<file path="src/rtl/tt_nibble_tx_pkg.sv">
// Shared types and constants for the nibble-loaded UART transmitter tile.
package tt_nibble_tx_pkg;

   typedef enum logic [2:0] {
      IDLE   = 3'd0,
      START  = 3'd1,
      DATA   = 3'd2,
      PARITY = 3'd3,
      STOP   = 3'd4
   } state_t;

   localparam logic [3:0] UIO_OE_VAL = 4'b1100;

   localparam int unsigned DATA_BITS = 8;
   localparam int unsigned STOP_BITS = 1;

   // uo_out bit positions
   localparam int unsigned UO_READY   = 0;
   localparam int unsigned UO_LO_HELD = 1;
   localparam int unsigned UO_OVERRUN = 2;
   localparam int unsigned UO_BUSY    = 3;

   // uio_out bit positions
   localparam int unsigned UIO_TXD        = 2;
   localparam int unsigned UIO_FRAME_DONE = 3;

endpackage

</file>
<file path="src/rtl/tt_sync_edge.sv">
// Two-flop synchronizer with a registered rising-edge detector.
module tt_sync_edge (
   input  logic clk,
   input  logic rst,
   input  logic i_ena,
   input  logic i_d,
   output logic o_level,
   output logic o_edge
);

   logic r_meta;
   logic r_sync;
   logic r_edge;

   // Edge is taken across the two stages so it lines up with the synchronized level rising.
   always_ff @(posedge clk or posedge rst) begin
      if (rst) begin
         r_meta <= 1'b0;
         r_sync <= 1'b0;
         r_edge <= 1'b0;
      end else if (i_ena) begin
         r_meta <= i_d;
         r_sync <= r_meta;
         r_edge <= r_meta & ~r_sync;
      end
   end

   assign o_level = r_sync;
   assign o_edge  = r_edge;

endmodule

</file>
<file path="src/rtl/tt_um_nibble_uart_tx.sv">
// Tiny Tapeout tile: two nibble writes assemble a byte that is sent as UART 8N1 (optional even parity).
module tt_um_nibble_uart_tx #(
   parameter int unsigned CLKS_PER_BIT = 16,
   parameter int unsigned PARITY_EN    = 0
) (
   input  logic       clk,
   input  logic       rst,
   input  logic       ena,
   input  logic [3:0] ui_in,
   input  logic [3:0] uio_in,
   output logic [3:0] uo_out,
   output logic [3:0] uio_out,
   output logic [3:0] uio_oe
);
   import tt_nibble_tx_pkg::*;

   localparam int unsigned CNT_W = (CLKS_PER_BIT > 1) ? $clog2(CLKS_PER_BIT) : 1;
   localparam int unsigned BIT_W = $clog2(DATA_BITS);
   localparam logic [CNT_W-1:0] CNT_LAST  = CNT_W'(CLKS_PER_BIT - 1);
   localparam logic [BIT_W-1:0] DATA_LAST = BIT_W'(DATA_BITS - 1);
   localparam logic [BIT_W-1:0] STOP_LAST = BIT_W'(STOP_BITS - 1);

   logic w_wr_evt;
   logic w_abort;
   logic w_wr_level_unused;
   logic w_abort_edge_unused;
   logic w_unused;

   state_t           r_state,   w_state_n;
   logic [CNT_W-1:0] r_cnt,     w_cnt_n;
   logic [BIT_W-1:0] r_bit,     w_bit_n;
   logic [3:0]       r_lo,      w_lo_n;
   logic             r_lo_held, w_lo_held_n;
   logic [7:0]       r_byte,    w_byte_n;
   logic             r_ovr,     w_ovr_n;
   logic             r_txd,     w_txd_n;
   logic             r_done,    w_done_n;
   logic             r_ready,   w_ready_n;
   logic             r_busy,    w_busy_n;
   logic             w_cnt_last;
   logic             w_tx_bit;

   assign w_unused = &{1'b0, uio_in[3:2]};

   tt_sync_edge u_sync_wr (
      .clk     (clk),
      .rst     (rst),
      .i_ena   (ena),
      .i_d     (uio_in[0]),
      .o_level (w_wr_level_unused),
      .o_edge  (w_wr_evt)
   );

   tt_sync_edge u_sync_abort (
      .clk     (clk),
      .rst     (rst),
      .i_ena   (ena),
      .i_d     (uio_in[1]),
      .o_level (w_abort),
      .o_edge  (w_abort_edge_unused)
   );

   assign w_cnt_last = (r_cnt == CNT_LAST);

   // State register plus output register stage; ena freezes everything.
   always_ff @(posedge clk or posedge rst) begin
      if (rst) begin
         r_state   <= IDLE;
         r_cnt     <= '0;
         r_bit     <= '0;
         r_lo      <= '0;
         r_lo_held <= 1'b0;
         r_byte    <= '0;
         r_ovr     <= 1'b0;
         r_txd     <= 1'b1;
         r_done    <= 1'b0;
         r_ready   <= 1'b1;
         r_busy    <= 1'b0;
      end else if (ena) begin
         r_state   <= w_state_n;
         r_cnt     <= w_cnt_n;
         r_bit     <= w_bit_n;
         r_lo      <= w_lo_n;
         r_lo_held <= w_lo_held_n;
         r_byte    <= w_byte_n;
         r_ovr     <= w_ovr_n;
         r_txd     <= w_txd_n;
         r_done    <= w_done_n;
         r_ready   <= w_ready_n;
         r_busy    <= w_busy_n;
      end
   end

   // Next-state, loading and overrun logic; outputs are a registered image of the current state.
   always_comb begin
      w_state_n   = r_state;
      w_cnt_n     = r_cnt;
      w_bit_n     = r_bit;
      w_lo_n      = r_lo;
      w_lo_held_n = r_lo_held;
      w_byte_n    = r_byte;
      w_ovr_n     = r_ovr;
      w_tx_bit    = 1'b1;

      case (r_state)
         START:   w_tx_bit = 1'b0;
         DATA:    w_tx_bit = r_byte[r_bit];
         PARITY:  w_tx_bit = ^r_byte;
         default: w_tx_bit = 1'b1;
      endcase

      w_txd_n   = w_abort | w_tx_bit;
      w_done_n  = ~w_abort & (r_state == STOP) & w_cnt_last & (r_bit == STOP_LAST);
      w_ready_n = w_abort | (r_state == IDLE);
      w_busy_n  = ~w_abort & (r_state != IDLE);

      if (w_abort) begin
         w_state_n   = IDLE;
         w_cnt_n     = '0;
         w_bit_n     = '0;
         w_lo_held_n = 1'b0;
         w_ovr_n     = 1'b0;
      end else begin
         if (w_wr_evt && (r_state != IDLE)) begin
            w_ovr_n = 1'b1;
         end
         case (r_state)
            IDLE: begin
               w_cnt_n = '0;
               if (w_wr_evt) begin
                  if (!r_lo_held) begin
                     w_lo_n      = ui_in;
                     w_lo_held_n = 1'b1;
                  end else begin
                     w_byte_n    = {ui_in, r_lo};
                     w_lo_held_n = 1'b0;
                     w_state_n   = START;
                  end
               end
            end
            START: begin
               if (w_cnt_last) begin
                  w_state_n = DATA;
                  w_cnt_n   = '0;
                  w_bit_n   = '0;
               end else begin
                  w_cnt_n = r_cnt + CNT_W'(1);
               end
            end
            DATA: begin
               if (w_cnt_last) begin
                  w_cnt_n = '0;
                  if (r_bit == DATA_LAST) begin
                     w_bit_n   = '0;
                     w_state_n = (PARITY_EN != 0) ? PARITY : STOP;
                  end else begin
                     w_bit_n = r_bit + BIT_W'(1);
                  end
               end else begin
                  w_cnt_n = r_cnt + CNT_W'(1);
               end
            end
            PARITY: begin
               if (w_cnt_last) begin
                  w_state_n = STOP;
                  w_cnt_n   = '0;
                  w_bit_n   = '0;
               end else begin
                  w_cnt_n = r_cnt + CNT_W'(1);
               end
            end
            STOP: begin
               if (w_cnt_last) begin
                  w_cnt_n = '0;
                  if (r_bit == STOP_LAST) begin
                     w_bit_n   = '0;
                     w_state_n = IDLE;
                  end else begin
                     w_bit_n = r_bit + BIT_W'(1);
                  end
               end else begin
                  w_cnt_n = r_cnt + CNT_W'(1);
               end
            end
            default: begin
               w_state_n = IDLE;
               w_cnt_n   = '0;
               w_bit_n   = '0;
            end
         endcase
      end
   end

   // Pack status and line outputs onto the tile pins.
   always_comb begin
      uo_out                  = '0;
      uo_out[UO_READY]        = r_ready;
      uo_out[UO_LO_HELD]      = r_lo_held;
      uo_out[UO_OVERRUN]      = r_ovr;
      uo_out[UO_BUSY]         = r_busy;
      uio_out                 = '0;
      uio_out[UIO_TXD]        = r_txd;
      uio_out[UIO_FRAME_DONE] = r_done;
   end

   assign uio_oe = UIO_OE_VAL;

endmodule

</file>
<file path="config.mk">
export PLATFORM = sky130hd
export DESIGN_NAME = tt_um_nibble_uart_tx
export DESIGN_NICKNAME = d
export VERILOG_FILES = /design/src/rtl/tt_nibble_tx_pkg.sv /design/src/rtl/tt_sync_edge.sv /design/src/rtl/tt_um_nibble_uart_tx.sv
export SDC_FILE = /design/constraint.sdc
export NUM_CORES = 1
export LEC_CHECK = 0
export ABC_AREA = 1
export CAP_MARGIN = 30
export CORE_ASPECT_RATIO = 1.25
export CORE_MARGIN = 10
export CORE_UTILIZATION = 59
export DETAILED_ROUTE_END_ITERATION = 10
export GPL_ROUTABILITY_DRIVEN = 0
export PLACE_DENSITY_LB_ADDON = 0.2
export SETUP_SLACK_MARGIN = 0.4
export SLEW_MARGIN = 20
export SYNTH_ARGS = -nofsm -noshare
export SYNTH_HDL_FRONTEND = slang
export SYNTH_SLANG_ARGS = --single-unit
</file>
<file path="constraint.sdc">
create_clock -name clk -period 3.9 [get_ports clk]
set_input_delay 0.39 -clock clk [delete_from_list [all_inputs] [get_ports clk]]
set_output_delay 0.39 -clock clk [all_outputs]
set_load 0.02 [all_outputs]
</file>
Word-level counts from Yosys, hierarchy flattened --
Cells that the tools add are included.
Word-level totals: latch bits 0, input bits 11, register bits 33, output and inout port bits 12, RAM bits 0, ROM bits 0, memories 0, logic and storage cells 90
Operators by class: shift operators 0, add/subtract/negate cells 2, magnitude comparators 1, divide/modulo/power cells 0, bitwise logic cells 10, equal/unequal tests 16, reductions and logical operators 16, muxes and demuxes 29, multiply operators 0
Operator list (number):
- 3-bit two-way mux | 15
- 3-bit by 2-bit != test with 1-bit output, second input constant | 6
- 3-bit case mux with 5 select lines | 1
- 5-bit AND reduction | 3
- 4-bit two-way mux | 3
- 3-bit case mux with 4 select lines | 1
- 3-bit by 1-bit != test with 1-bit output, second input constant | 3
- 9-bit AND reduction | 1
- 8-bit parity | 1
- 1-bit two-way mux | 7
- 3-bit by 2-bit == test with 1-bit output, second input constant | 2
- 3-bit == test, second input constant | 2
- 3-bit logical NOT | 2
- 2-bit nonzero test | 3
- 1-bit AND | 5
- 4-bit by 1-bit adder with 4-bit output, second input constant | 1
- 4-bit == test, second input constant | 1
- 3-bit by 4-bit less-than comparator with 1-bit output, second input constant | 1
- 4-bit OR reduction | 1
- 3-bit by 1-bit adder with 3-bit output, second input constant | 1
- 1-bit binary-select mux with 3-bit select | 1
- 3-bit by 1-bit == test with 1-bit output, second input constant | 1
- 1-bit NOT | 3
- 1-bit case mux with 3 select lines | 1
- 7 further kinds | 8

Depth between registers and ports, before layout --
Gate-level depths: netlist (run 1).
depth after elaboration 5, mapped depth 10, depth with buffers taken out 10

Hierarchy --
A second synthesis (run 1) with hierarchy kept.
Unflattened totals: cell total of the unflattened synthesis 269, area, all modules 1998.2 µm²
Modules (own cells, without submodules):
- tt_um_nibble_uart_tx | instances 1, cells an instance 241, sequential area each 703.2 µm², area an instance 1760.4 µm²
- tt_sync_edge | instances 2, cells an instance 14, sequential area each 75.1 µm², area an instance 118.9 µm²

Least setup slack after synthesis (run 1) --
No wires, ideal clock.
kind flip-flop to flip-flop, start point reg r_bit[0], end point reg r_state[0], arrival 1.230 ns, slack 2.544 ns, cell stages (with the launch flop) 10, required time 3.774 ns, path buffers 0, library setup time 0.126 ns, period minus slack after synthesis 1.356 ns, path through dfrtp_1 inv_1 ha_1 nand2_1 nand3_1 o21ai_2 nand2_1 nand3_4 nand2_1 o21ai_2
On the way: cells in the longest elaborated chain, start to end 3, elaborated cells on any way between the ends 5, those cells by class 3 x eq/ne; 2 x reduce/logical
Ends and longest elaborated chain:
- start, declared | line tt_um_nibble_uart_tx.sv:31 | logic [BIT_W-1:0] r_bit, w_bit_n;
- start signal, assigned | line tt_um_nibble_uart_tx.sv:82 | r_bit <= w_bit_n;
- 3-bit == test / 3-bit logical NOT (equally long branches) | line tt_um_nibble_uart_tx.sv:153, tt_um_nibble_uart_tx.sv:175
- 3-bit by 2-bit != test with 1-bit output (no source line) / 3-bit by 1-bit != test with 1-bit output (equally long branches)
- 9-bit AND reduction (no source line) (*)
- end signal, assigned | line tt_um_nibble_uart_tx.sv:80 | r_state <= w_state_n;
- end, declared | line tt_um_nibble_uart_tx.sv:29 | state_t r_state, w_state_n;
Mark *: on every way between the ends. The rest lies on a longest branch, timed or not. A chain may end at the register's enable or synchronous reset.

Worst setup path after layout (run 1) --
start point in ena, end point reg r_state[2]
On the way: cells in the longest elaborated chain, start to end 1
Ends and longest elaborated chain:
- start, declared | line tt_um_nibble_uart_tx.sv:8 | input logic ena,
- 9-bit AND reduction (no source line)
No other way between the ends.

==> impl_metrics.ini, run 1 <==
[die]
row_count = 22
floorplan.die_area_um2 = 5776
die_height_um = 82.51
dieWidth_um = 70.01
start_util_pct = 62.04
design.portCount = 23
core_region_area_um2 = 2973

[clock_tree]
cts.hold.buffers_added = 0
cts_setup_buffers = 0
clock_latency_ns = 0.35
ctsLongestPathBuffers = 2
number_of_clock_sinks = 33
tritoncts.num_buffers = 5
number_of_cells_upsized_or_downsized_after_cts = 0
cts-htree-levels = 2
cts-root-buf = clkbuf_4
tritoncts_clock_tree = yes
cts.reportedPaths.clkPinSlew_ns = 0.11

[worst_setup_path]
endpoint_kind = register
path_class = in -> reg
worst-r2r-setup-slack_ns = 2.30
crit_required_ns = 4.12
cp-start-kind = input port
startpoint = ena
endpoint = r_state[2]$_DFFE_PP0P_
rr_worst_depth = 9
cp_max_fo = 20
regToRegStartpoint = r_bit[0]$_DFFE_PP0P_
critical_path.reg2reg.endpoint = r_state[2]$_DFFE_PP0P_
critPathArrivalTime_ns = 2.23

[sta]
timing_max_transition_violations_final = 0
finalHoldViolations = 0
finalSetupTns_ns = 0
period_share_pct = 51.40
worst_clock_skew_ns = 0.02086
achievable-frequency_ghz = 0.4988
grt_setup_unrepaired = no
worst_slew_margin_rel_pct = 51.92
worst_pin_slew_ns = 0.7189
setup_viols_final = 0
period_minus_slack_ns = 2.005
finalWorstSetupSlack_ns = 1.895

[route]
drt-wirelength-per-cell_um = 13.31
routed_wirelength_um = 3634
met3_routed_wirelength_um = 97
top_layer = met4
met1_length_um = 1467
vias = 1430
detail_route.iter0.violations = 79
firstDrtPassIters = 4
ant_nets = 0
viasPerCell = 5.238
met2_length_um = 1988
drc_violation_count_after_routing = 0

[pwr]
power.leakage_uw = 0.001007
seqPwrFrac_pct = 37.0
power_switching_share_pct = 43.27
ir_worst_vdd_mv = 0.4175
pwr-share-comb_pct = 45.7
p_clk_share_pct = 17.3
cell_internal_pwr_uw = 834.1
p_per_area_nw_per_um2 = 726.8
power.switching_uw = 636.3

[status]
run_status = finished, final reports clean

[global_route]
grt.total_usage_pct = 13.43
gr-total-overflow = 0
first_global_vias = 1429
wire_length_of_the_first_global_routing_pass_um = 6279
grt_max_degree = 32
antenna_found_initial = 0

[place]
place.port_buffers = 14
dp_hpwl_um = 2762
post-place-ws_ns = 1.534

[synth]
postSynth.asyncResetShare_pct = 100.0
ys_seq_elements = 33
synth_top_area_cell = dfrtp_1
synth_cell_type_count = 32
synth.yosys.warnings = 0
synth.top_cells.by_area = dfrtp_1 (42%), nand2_1 (15%), buf_4 (5.3%)
ys_dominant_reg_cell = dfrtp_1
yosysMostFrequentCell = nand2_1
mappedNetlistArea_um2 = 1844
synth.top_cell.area_share_pct = 42.06
synth_sequential_area_ratio_pct = 44.91
netlist_instances = 224
synth.cells.most_frequent = nand2_1 (73), dfrtp_1 (31), inv_1 (20)
synth-edff-count = 0
syn_area_per_cell_um2 = 8.233

[job]
max_cap_viol_count = 0

[finish]
final_layout_size_suffix_gt1_share_pct = 13.92
antenna_cells = 0
area_growth_pct = 9.701
nets = 251

[worst_hold_path]
hold_class = in -> async
==> worst max-delay path, stage by stage <==
cell and delay (ns):
clkdlybuf4s50_1 0.93, nand3_1 0.44, nand2_2 0.21, nand3_4 0.11, nand2_1 0.08, o21ai_1 0.07
==> final cells by class <==
cell class                 count  area [µm²]
tap                           36       45.04
multi-input combinational    155       810.8
timing repair buffer          16       155.1
sequential                    33       828.3
inverter                      25       107.6
fill                         245       949.7
clock inverter                 2       35.03
clock buffer                   6       41.29
==> how the worst min path moves through the flow <==
stage	start	end	slack [ns]	cells after the start
floorplan	u_sync_wr.o_level$_DFFE_PP0P_	u_sync_wr.o_edge$_DFFE_PP0P_	0.44	1
global placement	u_sync_wr.o_level$_DFFE_PP0P_	u_sync_wr.o_edge$_DFFE_PP0P_	0.44	1
detailed placement	u_sync_wr.o_level$_DFFE_PP0P_	u_sync_wr.o_edge$_DFFE_PP0P_	0.46	1
CTS	rst	r_byte[6]$_DFFE_PP0P_	0.46	2
global route	rst	r_byte[6]$_DFFE_PP0P_	0.50	2
finish	rst	r_bit[1]$_DFFE_PP0P_	0.44	2
==> stage by stage <==
stage	hold WS (ns)	util, %	std cells	power (µW)	instance area (µm²)
after floorplan	0.4355	-	228	1082	1859
after global placement	0.4434	65.49	265	1188	1947
after detailed placement	0.4621	65.49	265	1222	1947
after CTS	0.4556	68.06	273	1476	2023
after global routing	0.4981	68.06	273	1590	2023
final	0.4399	68.06	273	1470	2023
==> placed cells by master, fill, tap and decap left out, types with 2 or more instances in the layout <==
| cell type | count |
|---|---|
| nand3_1 | 15 |
| nor2_4 | 2 |
| o21ai_1 | 3 |
| dfrtp_1 | 31 |
| nand2_1 | 73 |
| inv_2 | 5 |
| nand4_1 | 4 |
| inv_1 | 19 |
| nand2_4 | 2 |
| clkdlybuf4s50_1 | 14 |
| o21ai_0 | 16 |
| mux2_2 | 4 |
| conb_1 | 6 |
| clkbuf_4 | 5 |
| dfstp_2 | 2 |
| nor2_1 | 5 |
| o21ai_2 | 2 |
| ha_1 | 4 |
| a21oi_1 | 6 |
| buf_4 | 2 |
| nand2_2 | 3 |
==> cells by family after synthesis <==
family	after synthesis	share of synthesized area [%]
AOI/OAI and AO/OA	31	9.363
xor gates and xnor gates	1	0.4750
adders and majority gates	4	2.714
buffers and inverters	40	11.94
DFF	33	44.91
muxes	4	2.442
other	2	0.4072
and+or+nand+nor	109	27.75
==> power groups by stage <==
stage | clock (µW) | combinational [µW] | sequential [µW]
global placement | 0 | 645 | 543
detailed placement | 0 | 672 | 550
global route | 273 | 760 | 557
CTS | 257 | 676 | 543
finish | 255 | 671 | 544
floorplan | 0 | 555 | 526
==> sequential cells by signal (all words and copies together) (netlist names) <==
register and count:
r_ready 1, r_busy 1, u_sync_abort.o_level 1, u_sync_wr.r_meta 1, r_state 3, r_txd 1, r_cnt 4, u_sync_wr.o_edge 1
r_ovr 1, r_byte 8, r_lo 4, u_sync_wr.o_level 1, r_done 1, r_bit 3, r_lo_held 1, u_sync_abort.r_meta 1
==> layer usage <==
layer  vias up  GRT usage, %
met2        23         25.32
met3         8         3.580
met4         0         5.929
met5         -             0
met1       673         13.81
li1        726             -
(Power assumes the default switching activity.)
==> run 2: changes to the inputs <==
Settings changed: CORE_UTILIZATION 59 to 55.
Clock period 3.9 ns to 1.9 ns, I/O delays scaled along.
==> run 2 against run 1 <==
Global-route usage shrank 0.40 points. Wire length grew 1.5%. Die area grew 5.3%. First-iteration DRC count grew 1.3%. Sequential power grew 110%. Power grew 130%. Final area grew 4.8%. Via count shrank 1.3%. Worst setup slack lost 1.4 ns. Critical endpoint is now uo_out[2]. Largest cell class unchanged.
==> impl_metrics.ini, run 2 (synthesis results as in run 1) <==
[worst_setup_path]
cp-start-kind = register
slowest_stage = clkdlybuf4s50_1
critPathArrivalTime_ns = 1.25
crit_required_ns = 1.71
cp_max_fo = 2
critical_path.top_delay_family = buffers and inverters
critical_path_depth = 1
rr_worst_depth = 9
buffers_plus_inverters_on_the_worst_setup_path = 1
path_cells = clkdlybuf4s50_1
critPathMaxStageDelay_ns = 0.61
path_class = reg -> out
endpoint_kind = output pin

[route]
vias = 1411
drc_violation_count_after_routing = 0
routed_wirelength_um = 3689
detail_route.iter0.violations = 80
viasPerCell = 5.094
ant_nets = 0
drt-wirelength-per-cell_um = 13.32
firstDrtPassIters = 4

[clock_tree]
clock_latency_ns = 0.29
tritoncts.num_buffers = 5
cts-root-buf = clkbuf_8
cts-htree-levels = 2
ctsLongestPathBuffers = 2
number_of_clock_sinks = 33
tritoncts_clock_tree = yes
cts.reportedPaths.clkPinSlew_ns = 0.07

[global_route]
wire_length_of_the_first_global_routing_pass_um = 6444
first_global_vias = 1477
grt.total_usage_pct = 13.03
antenna_found_initial = 0
gr-total-overflow = 0
grt_max_degree = 34

[finish]
final_cell_mix = nand2_1 (72), dfrtp_1 (29), inv_1 (19), o21ai_0 (16), nand3_1 (14)
final_layout_size_suffix_gt1_share_pct = 17.50
largest_register = r_byte
area_growth_pct = 14.99
nets = 254
antenna_cells = 0
layout_commonest_cell = nand2_1
largest_reg_flops = 8
num-fill-cells = 281
final_core_util_pct = 65.80
largest_registers = r_byte x8, r_cnt x4, r_lo x4

[pwr]
p_per_area_nw_per_um2 = 1573
power.leakage_uw = 0.001049
ir_worst_vdd_mv = 1.304

[sta]
achievable-frequency_ghz = 0.6931
timing_max_transition_violations_final = 0
setup_viols_final = 0
finalWorstSetupSlack_ns = 0.4571
fin_hold_ws_ns = 0.2852
grt_setup_unrepaired = no
worst_clock_skew_ns = 0.007332
period_minus_slack_ns = 1.443
finalSetupTns_ns = 0
finalHoldViolations = 0
period_share_pct = 75.94

[place]
dp_hpwl_um = 2723
post-place-ws_ns = 0.3567
place.port_buffers = 14

[die]
floorplan.die_area_um2 = 6084
design.portCount = 23
die_height_um = 84.74
start_util_pct = 57.22
row_count = 23
dieWidth_um = 71.80
core_region_area_um2 = 3223

[status]
run_status = finished, final reports clean

[job]
max_cap_viol_count = 0

[worst_hold_path]
hold_class = in -> async
run 2: through the flow:
stage / instance area (µm²) / cells / total power, µW
2_1_floorplan: 1859 / 228 / 2220
3_3_place_gp: 1956 / 267 / 2462
3_5_place_dp: 1956 / 267 / 2501
4_1_cts: 2086 / 275 / 3285
5_1_grt: 2121 / 277 / 3607
6_report: 2121 / 277 / 3337
run 2: where the power goes:
| group | internal (µW) | leakage (µW) | switching, µW | total [µW] |
|---|---|---|---|---|
| logic | 521 | 0.000567 | 894 | 1420 |
| clock network | 521 | 0.0000681 | 270 | 791 |
| registers | 947 | 0.000414 | 183 | 1130 |
run 2: tightest hold or removal path: cells and delay by family:
kind,cells,cell delay (ns)
buffers and inverters,3,0.81
run 2: per-layer routing:
layer  GRT usage (%)  share of wire (%)  vias to the layer above  routed length, µm
met5               0                  0                        -                  0
met4           6.173                1.7                        0                 61
met3           3.887                3.3                        8                123
met2           23.39                 55                       22               2016
met1           13.24                 40                      657               1488
li1                -                  -                      724                  -
run 2: repair_timing:
item	4_1_cts	5_1_grt
pin swaps	0	4
setup buffers	0	2
setup endpoints to repair	6	6
resized for setup	4	7
hold buffers	0	0
run 2: worst paths after layout:
kind | start | to | slack (ns)
setup / recovery | r_ovr$_DFFE_PP0P_ | uo_out[2] | 0.46
hold / removal | rst | u_sync_wr.o_edge$_DFFE_PP0P_ | 0.29
setup reg to reg | r_state[1]$_DFFE_PP0P_ | r_state[0]$_DFFE_PP0P_ | 0.50
hold reg to reg | u_sync_wr.o_level$_DFFE_PP0P_ | u_sync_wr.o_level$_DFFE_PP0P_ | 0.47
max in group asynchronous | rst | r_txd$_DFFE_PP1P_ | 1.27
min in group clk | uio_in[1] | u_sync_abort.r_meta$_DFFE_PP0P_ | 0.44
run 2: cell type report:
type	count	area [µm²]	area share (%)
Tap cell	37	46.29	2.183
Inverter	25	110.1	5.192
Multi-Input combinational cell	155	825.8	38.94
Clock inverter	3	65.06	3.068
Clock buffer	5	68.82	3.245
Sequential cell	33	830.8	39.17
Timing Repair Buffer	19	173.9	8.201
==> run 3: changes to the inputs <==
Clock period 1.9 ns to 1.4 ns, I/O delays scaled along.
==> run 3 against run 2 <==
Clock power up 17%. Die area did not move. Clock skew fell by 0.00094 ns. Wire length up 11%. Sequential share of layout area shrank 4.6 points. Critical path type is now reg -> reg. Largest power group unchanged.
==> impl_metrics.ini, run 3 (synthesis results as in run 1) <==
[status]
run_status = finished, final reports clean

[clock_tree]
ctsLongestPathBuffers = 2
tritoncts_clock_tree = yes
cts-htree-levels = 2
cts.hold.buffers_added = 0
clock_latency_ns = 0.29
cts-root-buf = clkbuf_8
tritoncts.num_buffers = 5
cts.reportedPaths.clkPinSlew_ns = 0.07
number_of_clock_sinks = 33

[worst_setup_path]
path_class = reg -> reg
cp_max_fo = 5
rr_worst_depth = 9
critPathArrivalTime_ns = 1.57
crit_required_ns = 1.62
regToRegStartpoint = r_state[1]$_DFFE_PP0P_
endpoint_kind = register
worst-r2r-setup-slack_ns = 0.05
cp-start-kind = register
critical_path.reg2reg.endpoint = r_state[1]$_DFFE_PP0P_

[global_route]
antenna_found_initial = 0
grt_max_degree = 34
wire_length_of_the_first_global_routing_pass_um = 6658
gr-total-overflow = 0
grt.total_usage_pct = 13.73
first_global_vias = 1507

[route]
top_layer = met4
met2_length_um = 2227
drt-wirelength-per-cell_um = 13.79
firstDrtPassIters = 4
met1_length_um = 1631
routed_wirelength_um = 4109
ant_nets = 0
detail_route.iter0.violations = 88
met3_routed_wirelength_um = 152
drc_violation_count_after_routing = 0
viasPerCell = 5.138
vias = 1531

[finish]
nets = 275
antenna_cells = 0
final_layout_size_suffix_gt1_share_pct = 37.16
largest_reg_flops = 8
largest_register = r_byte
area_growth_pct = 30.05
stdcell_count = 298
final_cell_mix = nand2_1 (63), dfrtp_1 (30), buf_4 (22), inv_1 (13), nand3_1 (12)
largest_registers = r_byte x8, r_cnt x4, r_lo x4
layout_commonest_cell = nand2_1

[sta]
period_minus_slack_ns = 1.354
period_share_pct = 96.74
timing_max_transition_violations_final = 0
grt_setup_unrepaired = yes
achievable-frequency_ghz = 0.7384
worst_clock_skew_ns = 0.006392
fin_hold_ws_ns = 0.1919
setup_viols_final = 0
finalHoldViolations = 0
finalSetupTns_ns = 0

[die]
dieWidth_um = 71.80
core_region_area_um2 = 3223
floorplan.die_area_um2 = 6084
row_count = 23
die_height_um = 84.74
design.portCount = 23
start_util_pct = 57.22

[pwr]
cell_internal_pwr_uw = 3038
power_switching_share_pct = 40.61
seqPwrFrac_pct = 29.9
power.switching_uw = 2077
power.leakage_uw = 0.001182
p_per_area_nw_per_um2 = 2132
pwr-share-comb_pct = 51.9
p_clk_share_pct = 18.1
ir_worst_vdd_mv = 1.411

[place]
place.port_buffers = 14
dp_hpwl_um = 2811
numPlacedInstances = 273

[worst_hold_path]
hold_class = in -> async

[job]
max_cap_viol_count = 0
run 3: power groups by stage:
| stage | clock network, µW | logic (µW) | registers [µW] |
|---|---|---|---|
| 6_report | 928 | 2660 | 1530 |
| 5_1_grt | 973 | 2950 | 1570 |
| 4_1_cts | 936 | 2360 | 1520 |
| 3_5_place_dp | 0 | 2050 | 1530 |
| 3_3_place_gp | 0 | 2000 | 1520 |
| 2_1_floorplan | 0 | 1640 | 1480 |
run 3: repair_timing:
action / in CTS / in global routing
endpoints found under the setup margin: 33 / 36
resized for setup: 36 / 31
buffers inserted: 12 / 5
pin swaps: 7 / 12
run 3: cell type report:
class,count,area (µm²)
Clock inverter,1,30.03
Tap cell,37,46.29
Sequential cell,33,829.5
Clock buffer,7,86.33
Timing Repair Buffer,40,356.6
Fill cell,236,824.5
Multi-Input combinational cell,155,939.7
Inverter,25,110.1
run 3: critical path, stage by stage, from the launching register on:
cell and delay [ns]:
dfrtp_1 0.42, nor2_4 0.19, nand2_2 0.09, nand2_2 0.09, inv_2 0.05, nor2_4 0.14
inv_2 0.08, nand3_4 0.10, nand2_1 0.05, o21ai_1 0.07
run 3: per-layer routing:
metal  vias to the layer above  GRT usage (%)
met5                         -              0
met4                         0          6.526
met3                        10          4.358
met2                        21          24.68
met1                       720          13.75
li1                        780              -
run 3: worst max-delay path by stage:
stage,start,end,slack [ns]
CTS,r_bit[1]$_DFFE_PP0P_,r_state[1]$_DFFE_PP0P_,0.09
finish,r_state[1]$_DFFE_PP0P_,r_state[1]$_DFFE_PP0P_,0.05
floorplan,r_bit[0]$_DFFE_PP0P_,r_state[2]$_DFFE_PP0P_,0.17
global placement,ena,r_lo[0]$_DFFE_PP0P_,0.0006
detailed placement,ena,r_done$_DFFE_PP0P_,-0.07
global route,r_state[1]$_DFFE_PP0P_,r_bit[1]$_DFFE_PP0P_,-0.06
run 3: per-stage QoR:
stage	instance area (µm²)	worst slack, ns	utilization (%)	total power (µW)
final	2399	0.04565	74.42	5115
after global routing	2399	-0.06463	74.42	5487
after floorplan	1902	0.1720	-	3126
after global placement	2056	0.0005803	63.78	3522
after detailed placement	2056	-0.07101	63.78	3581
after CTS	2283	0.08708	70.85	4814
